$ cat src/rtl/bf16_fma_pipe.sv
// Three-stage bf16 fused multiply-add pipeline with valid/ready handshake.
// Add/sub run as a*1.0 +/- b so every opcode shares the fused datapath.
module bf16_fma_pipe (
    input  logic        clk,
    input  logic        reset,
    input  logic        in_valid,
    output logic        in_ready,
    input  logic [15:0] operand_a,
    input  logic [15:0] operand_b,
    input  logic [15:0] operand_c,
    input  logic [3:0]  operation,
    output logic        out_valid,
    input  logic        out_ready,
    output logic [15:0] result,
    output logic [3:0]  fpcsr
);
    localparam logic signed [10:0] ZERO_EXP = -11'sd512;

    // Returns {zero_or_subnormal, inf, nan, snan}.
    function automatic logic [3:0] classify(input logic [14:0] v);
        logic emax;
        emax = &v[14:7];
        return {v[14:7] == 8'h00, emax && v[6:0] == 7'h00,
                emax && v[6:0] != 7'h00, emax && v[6:0] != 7'h00 && !v[6]};
    endfunction

    // m carries the leading bit of the larger addend at bit 24; returns {flags, bf16}.
    function automatic logic [19:0] round_pack(input logic sgn, input logic signed [10:0] e,
                                               input logic [25:0] m);
        logic [4:0]         k;
        logic [25:0]        n;
        logic [7:0]         r;
        logic               g, st, up;
        logic signed [10:0] re;
        k = 5'd0;
        for (int i = 0; i < 26; i++)
            if (m[i]) k = 5'(i);
        n  = m << (5'd25 - k);
        g  = n[17];
        st = |n[16:0];
        up = g & (n[18] | st);
        r  = {1'b0, n[24:18]} + {7'b0, up};
        re = e + $signed({6'b0, k}) - 11'sd24 + $signed({10'b0, r[7]});
        if (!n[25]) return {4'b0000, sgn, 15'h0000};
        if (re > 11'sd254) return {4'b0101, sgn, 15'h7F80};
        if (re < 11'sd1) return {4'b0011, sgn, 15'h0000};
        return {3'b000, g | st, sgn, re[7:0], r[6:0]};
    endfunction

    logic en;
    logic vld_p0, vld_p1, vld_p2;
    assign en       = !vld_p2 || out_ready;
    assign in_ready = en;

    // ---- S1: operand mapping, unpack, classify, multiply ----
    logic [15:0] x, y, z;
    logic        bad_op;
    always_comb begin
        x      = operand_a;
        y      = operand_b;
        z      = operand_c;
        bad_op = 1'b0;
        case (operation)
            4'h0: begin y = 16'h3F80; z = operand_b; end
            4'h1: begin y = 16'h3F80; z = operand_b ^ 16'h8000; end
            4'h2: z = {operand_a[15] ^ operand_b[15], 15'h0000};
            4'h7: z = operand_c;
            4'h8: z = operand_c ^ 16'h8000;
            default: bad_op = 1'b1;
        endcase
    end

    logic [3:0]         cx, cy, cz;
    logic [15:0]        prod, sigp_s1, sigz_s1;
    logic signed [10:0] ep_s1, ez_s1;
    logic               sp_s1, p_zero, p_inf, spec_s1;
    logic [15:0]        spres_s1;
    logic [3:0]         spflg_s1;
    assign cx      = classify(x[14:0]);
    assign cy      = classify(y[14:0]);
    assign cz      = classify(z[14:0]);
    assign prod    = {1'b1, x[6:0]} * {1'b1, y[6:0]};
    assign sp_s1   = x[15] ^ y[15];
    assign p_zero  = cx[3] | cy[3];
    assign p_inf   = cx[2] | cy[2];
    assign sigp_s1 = p_zero ? 16'h0000 : (prod[15] ? prod : {prod[14:0], 1'b0});
    assign ep_s1   = p_zero ? ZERO_EXP : $signed({3'b0, x[14:7]}) + $signed({3'b0, y[14:7]})
                                         - 11'sd127 + $signed({10'b0, prod[15]});
    assign sigz_s1 = cz[3] ? 16'h0000 : {1'b1, z[6:0], 8'h00};
    assign ez_s1   = cz[3] ? ZERO_EXP : $signed({3'b0, z[14:7]});

    always_comb begin
        spec_s1  = 1'b1;
        spres_s1 = 16'h7FC0;
        spflg_s1 = 4'b1000;
        if (bad_op) begin
            spflg_s1 = 4'b1000;
        end else if (cx[1] | cy[1] | cz[1]) begin
            spflg_s1 = {cx[0] | cy[0] | cz[0] | (p_inf & p_zero), 3'b000};
        end else if ((p_inf & p_zero) || (p_inf && cz[2] && sp_s1 != z[15])) begin
            spflg_s1 = 4'b1000;
        end else if (p_inf) begin
            spres_s1 = {sp_s1, 15'h7F80};
            spflg_s1 = 4'b0000;
        end else if (cz[2]) begin
            spres_s1 = {z[15], 15'h7F80};
            spflg_s1 = 4'b0000;
        end else begin
            spec_s1  = 1'b0;
        end
    end

    logic [15:0]        sigp_p0, sigz_p0, spres_p0;
    logic signed [10:0] ep_p0, ez_p0;
    logic               sp_p0, sz_p0, spec_p0;
    logic [3:0]         spflg_p0;

    // ---- S2: align the smaller addend with jammed sticky, add/subtract ----
    logic               p_big, eff_sub, sticky, sgn_s2;
    logic signed [10:0] e_big, d;
    logic [15:0]        sig_big, sig_sml;
    logic [4:0]         dc;
    logic [47:0]        sh;
    logic [25:0]        sum;
    always_comb begin
        p_big   = (ep_p0 > ez_p0) || ((ep_p0 == ez_p0) && (sigp_p0 >= sigz_p0));
        e_big   = p_big ? ep_p0 : ez_p0;
        d       = p_big ? ep_p0 - ez_p0 : ez_p0 - ep_p0;
        sig_big = p_big ? sigp_p0 : sigz_p0;
        sig_sml = p_big ? sigz_p0 : sigp_p0;
        dc      = (d > 11'sd31) ? 5'd31 : d[4:0];
        sh      = {sig_sml, 32'h0} >> dc;
        sticky  = |sh[23:0];
        eff_sub = sp_p0 ^ sz_p0;
        sum     = eff_sub ? {1'b0, sig_big, 9'h000} - {1'b0, sh[47:24], sticky}
                          : {1'b0, sig_big, 9'h000} + {1'b0, sh[47:24], sticky};
        // An exact zero is -0 only when both addends are negative.
        sgn_s2  = (sum == 26'h0) ? (sp_p0 & sz_p0) : (p_big ? sp_p0 : sz_p0);
    end

    logic [25:0]        sum_p1;
    logic signed [10:0] e_p1;
    logic               sgn_p1, spec_p1;
    logic [15:0]        spres_p1;
    logic [3:0]         spflg_p1;

    // ---- S3: normalize, round, pack ----
    logic [19:0] packed_s3;
    assign packed_s3 = round_pack(sgn_p1, e_p1, sum_p1);

    logic [15:0] res_p2;
    logic [3:0]  flg_p2;

    always_ff @(posedge clk or negedge reset) begin
        if (!reset) begin
            vld_p0 <= 1'b0;
            vld_p1 <= 1'b0;
            vld_p2 <= 1'b0;
        end else if (en) begin
            vld_p0 <= in_valid;
            vld_p1 <= vld_p0;
            vld_p2 <= vld_p1;
        end
    end

    always_ff @(posedge clk) begin
        if (en) begin
            sigp_p0  <= sigp_s1;
            sigz_p0  <= sigz_s1;
            ep_p0    <= ep_s1;
            ez_p0    <= ez_s1;
            sp_p0    <= sp_s1;
            sz_p0    <= z[15];
            spec_p0  <= spec_s1;
            spres_p0 <= spres_s1;
            spflg_p0 <= spflg_s1;
            sum_p1   <= sum;
            e_p1     <= e_big;
            sgn_p1   <= sgn_s2;
            spec_p1  <= spec_p0;
            spres_p1 <= spres_p0;
            spflg_p1 <= spflg_p0;
            res_p2   <= spec_p1 ? spres_p1 : packed_s3[15:0];
            flg_p2   <= spec_p1 ? spflg_p1 : packed_s3[19:16];
        end
    end

    assign out_valid = vld_p2;
    assign result    = vld_p2 ? res_p2 : 16'h0000;
    assign fpcsr     = vld_p2 ? flg_p2 : 4'h0;
endmodule

$ cat config.mk
export PLATFORM = sky130hd
export DESIGN_NAME = bf16_fma_pipe
export DESIGN_NICKNAME = d
export VERILOG_FILES = /design/src/rtl/bf16_fma_pipe.sv
export SDC_FILE = /design/constraint.sdc
export NUM_CORES = 1
export LEC_CHECK = 0
export ABC_AREA = 1
export CORE_MARGIN = 2
export CORE_UTILIZATION = 61
export DETAILED_ROUTE_END_ITERATION = 6
export MAX_ROUTING_LAYER = met4
export PLACE_DENSITY = 0.78
export SLEW_MARGIN = 30
export SYNTH_ARGS = -nofsm -noshare
export SYNTH_HDL_FRONTEND = slang
export SYNTH_SLANG_ARGS = --single-unit
$ cat constraint.sdc
create_clock -name clk -period 15.7 [get_ports clk]
set_clock_uncertainty 0.1 [all_clocks]
set_input_delay 2.355 -clock clk [delete_from_list [all_inputs] [get_ports clk]]
set_output_delay 2.355 -clock clk [all_outputs]
set_load 0.01 [all_outputs]
# Word level (Yosys, flattened, before mapping)
# Cells that the tools add are included.
[word_totals]
out_inout_bits = 22
input_bits = 56
reg_bits = 159
[classes]
muxes = 60
magnitude_cmp = 5
addsub = 12
n_bitwise = 19
eq_ne = 6
mul = 1
reduce_logical = 40
n_shift = 2
[op_table]
columns = ["operator", "count"]
rows = [
  ["2-to-1 mux 16 bit", 9],
  ["2-to-1 mux 5 bit", 25],
  ["2-to-1 mux 20 bit", 6],
  ["one-hot mux 16 bit (4 select lines)", 1],
  ["right shift 48 x 5 -> 48 bit", 1],
  ["2-to-1 mux 11 bit", 3],
  ["adder 25 x 25 -> 26 bit", 1],
  ["zero test 26 bit", 1],
  ["2-to-1 mux 26 bit", 1],
  ["left shift 26 x 5 -> 26 bit", 1],
  ["subtractor 25 x 25 -> 26 bit", 1],
  ["zero test 8 bit", 3],
  ["2-to-1 mux 4 bit", 6],
  ["AND reduction 8 bit", 3],
  ["OR reduction 24 bit", 1],
  ["subtractor 11 bit", 2],
  ["zero test 7 bit", 3],
  ["nonzero test 7 bit", 3],
  ["OR reduction 17 bit", 1],
  [">= comparator 16 bit", 1],
  ["multiplier 8 x 8 -> 16 bit", 1],
  ["logical AND 1 bit", 12],
  ["adder 10 x 2 -> 11 bit", 1],
  ["adder 11 x 2 -> 11 bit", 1],
  ["28 further kinds", 57],
]

# Logic depth before layout (Yosys ltp)
[logic_depth]
depth_word = 41
ltp_mapped = 57
ltp_nobuf = 56

# Worst setup path before layout
# No wires, ideal clock.
[synth_path]
path_type = "input port to flip-flop"
from = "input port operation[3]"
to = "register ep_p0[10], data pin"
path_stages = 44
path_buffers = 2
path_slack_ns = 6.394
setup_ns = 0.262
t_arrival_ns = 8.944
required_time_ns = 15.338
path_cell_list = "nor2_1 > inv_1 > nor2_1 > clkbuf_1 > nor2_1 > inv_1 > nor2_1 > fa_1 > fa_1 > inv_1 > fa_1 > fa_1 > inv_1 > ha_1 > a21oi_1 > and2_1 > inv_1 > a21oi_1 > (+8 left out) > a21oi_1 > o21ai_0 > a21oi_1 > inv_1 > or2_2 > nand2_1 > clkbuf_1 > ha_1 > ha_1 > inv_1 > nor3_1 > nand2_1 > nor2_1 > nand2_1 > nor2_1 > nand2_1 > nand2_1 > nand2_1"
[synth_between]
elab_chain_cells = 6
[synth_lines]
columns = ["item", "line", "text"]
rows = [
  ["start: declaration", "11", "input logic [3:0] operation,"],
  ["== test 4 x 1 -> 1 bit / zero test 4 bit (equally long branches)", "63", "case (operation)"],
  ["OR reduction 2 bit (no line) *", "n/a", ""],
  ["2-to-1 mux 16 bit *", "63", ""],
  ["parallel branches: the longest is 3 deep, another holds multiplier 8 x 8 -> 16 bit", "n/a", ""],
  ["end signal: assignment", "170", "ep_p0 <= ep_s1;"],
  ["end: declaration", "114", "logic signed [10:0] ep_p0, ez_p0;"],
]
# Mark *: on every way between the ends.
# A chain may end at the register's enable or synchronous reset.

# Final worst setup path
# Same ends and word-level chain as after synthesis.

==> reports/metrics.csv <==
metric,value,unit
status,"complete, no violations",
drt total wl,40300,µm
Synth async-reset ratio,2.61,%
# diodes,0,
H-tree lvl count,4,
CTS tree,done,
setup repair after global routing missed its margin,false,
GPL Wtd Cong,1.09,
Hold WC Path Type,flip-flop to flip-flop,
Worst-Margin Slew,868,ps
CTS buffer count,17,
final slew viol count,0,
Synth Warn #,0,
count of cell types in the netlist,60,
compound-cell area share of the yosys netlist,11.0,%
Crit-path slowest cell,fa_1,
row count,57,
GRT Residual Overflow,0,
cell total after placement,2650,
Fmax,99.5,MHz
initial antenna violation count,0,
CTS Hold Buffers Added,0,
die height,161,µm
post-CTS sizing,0,
first-pass GRT wire length,66600,µm
min Tclk post-route,10060,ps
dominant synthesized flop cell,edfxtp_1,
Synth Area in XOR/XNOR,2.88,%
Clock Tree Root,clkbuf_16,
Post-synth EDFFs,112,
crit share post-route,64.0,%
Post-Synth Simple-Gate Area,34.6,%
Die Wd,161,µm
critical path class,input port to flip-flop,
CTS sink count,115,
ANT nets after route,0,
Max-slew headroom,42.1,%
mux cell area share after synthesis,0.141,%
Mapped Nets,2538,
via count,15000,
critical path data required time,15760,ps
final setup vio count,0,
CP Launch Type,input port,
"slowest stage delay, CP",550,ps
Yosys reg bits,115,
input/output buffers,77,
# IOs,78,
FF-to-FF path depth,42,
All-Layer GR Usage,32.3,%
synthesized area,0.0151,mm²
Placeable Area,0.0243,mm²
WHS Path Cells,0,
Crit. End Element,flip-flop,
vias in the first global route,14100,
largest net degree at the start of global routing,63,
Iter 0 DRT Violations,1364,
total of max-cap violations,0,
HPWL after detailed placement,32700,µm
TNS Setup,0,ps
leading post-synthesis cells by cell area,"edfxtp_1, nand2_1, ha_1",
Synth Area in Adders,16.2,%
non-filler instance count after layout,2682,
critical path arrival,10120,ps
clock latency on the worst-skew pair,430,ps
post-synthesis sequential area ratio,22.8,%
share of cells above drive strength 1,4.37,%
Seq. cell area,0.00344,mm²
area share of the largest cell type after synthesis,22.3,%
final hold viol count,0,
clock-pin slew on the worst setup and hold paths,70,ps
DR pass1 iterations,5,
Crit Path Max Fanout,20,
Mean Syn Cell Area,6.52,µm²
nets,2571,
post-CTS setup buffer count,0,
Die ar.,0.0260,mm²
Initial Utilization,62.0,%
"area leader, netlist",edfxtp_1,
Post-Syn Instances,2312,
multi-input logic area,0.00978,mm²
largest family of logic cells by synthesized area,simple AND/OR/NAND/NOR gates,
# DRC,0,
Area Overhead vs Synth,9.77,%
vias per std cell,5.59,
Most common cell on crit path,inv_1,
wire length per cell,15.0,µm
fill count,2198,
Max Root-Sink Buffers,2,
[worst paths after layout]
path | from | slack (ps) | endpoint
min in group asynchronous | reset | 1990 | out_valid
hold reg to reg | spec_p0 | 310 | spec_p1
setup reg to reg | ep_p0[0] | 7380 | sgn_p1
setup / recovery | operation[3] | 5640 | ep_p0[10]
max in group asynchronous | reset | 13360 | vld_p0
hold / removal | spec_p0 | 310 | spec_p1
[placed cells by master (no fill, tap or decap), drive strengths merged, types with 3 or more instances in the layout]
cell	synthesis	final
clkbuf	35	17
and2	5	5
xor2	38	38
a211oi	6	6
nand2	641	641
xnor2	9	9
o21bai	9	9
o21ai	127	127
dfrtp	3	3
nor3	13	13
ha	128	128
clkinv	8	13
nand4	44	44
clkdlybuf4s50	0	77
nand3b	7	7
edfxtp	112	112
or2	8	8
fa	42	42
nor2	230	230
nand3	244	244
o22ai	11	11
a21oi	102	102
o31ai	6	6
inv	398	407
o211ai	8	8
a21o	3	3
o21a	6	6
a31oi	6	6
buf	34	6
nor4	16	16
[Yosys cell counts, drive strengths merged (2+ instances only)]
cell type and n:
nand2 641, inv 398, nand3 244, nor2 230
ha 128, o21ai 127, edfxtp 112, a21oi 102
nand4 44, fa 42, xor2 38, clkbuf 35
buf 34, nor4 16, nor3 13, o22ai 11
o21bai 9, xnor2 9, clkinv 8, o211ai 8
or2 8, nand3b 7, a211oi 6, a31oi 6
o21a 6, o31ai 6, and2 5, a21o 3
dfrtp 3, a211o 2, a22o 2
[registers in the layout (all words and copies together) (netlist names), 2 cells and up]
| signal | count |
|---|---|
| ez_p0 | 9 |
| flg_p2 | 4 |
| sigp_p0 | 16 |
| res_p2 | 16 |
| ep_p0 | 11 |
| e_p1 | 11 |
| sigz_p0 | 8 |
| sum_p1 | 26 |
| spres_p0 | 2 |
| spres_p1 | 2 |
[metrics by stage]
stage | setup WS, ps | cell area (µm²) | hold WS, ps | util [%]
3_5_place_dp | 5390 | 16000 | 310 | 65.6
4_1_cts | 5740 | 16600 | 317 | 68.1
3_3_place_gp | 5660 | 16000 | 306 | 65.6
2_1_floorplan | 6390 | 15100 | 300 | -
5_1_grt | 4840 | 16600 | 331 | 68.1
6_report | 5640 | 16600 | 313 | 68.1
[layout make-up]
class | count | area share, %
multi-input combinational | 1722 | 59.1
clock inverter | 15 | 0.997
clock buffer | 17 | 2.57
timing repair buffer | 83 | 4.93
tap | 324 | 2.45
inverter | 406 | 9.21
sequential | 115 | 20.8
[per-layer routing]
metal / global-route usage, % / vias to the layer above / share of wire, %
met5: - / - / 0
met4: 10.7 / 0 / 3.0
met3: 3.24 / 95 / 5.1
met2: 56.0 / 491 / 49
met1: 39.6 / 6881 / 43
li1: - / 7538 / -
[cells by family (layout without fill, tap and decap cells)]
kind of cell,Yosys count,in the layout
buffers and inverters,475,521
AND/OR/NAND/NOR,1208,1208
XOR/XNOR,47,47
adder cells (fa/ha/maj),170,170
flip-flops,115,115
multiplexers,2,2
AO/OA/AOI/OAI,295,295
[critical path: cells and delay by family]
| kind | cells | cell delay, ps |
|---|---|---|
| AND/OR/NAND/NOR | 17 | 2680 |
| AO/OA/AOI/OAI | 8 | 1100 |
| buffers and inverters | 12 | 1600 |
| adder cells (fa/ha/maj) | 7 | 2360 |
Power is left out: the tool's default activity adds up to more than one toggle a clock period on the data nets, which glitch-free logic cannot reach.
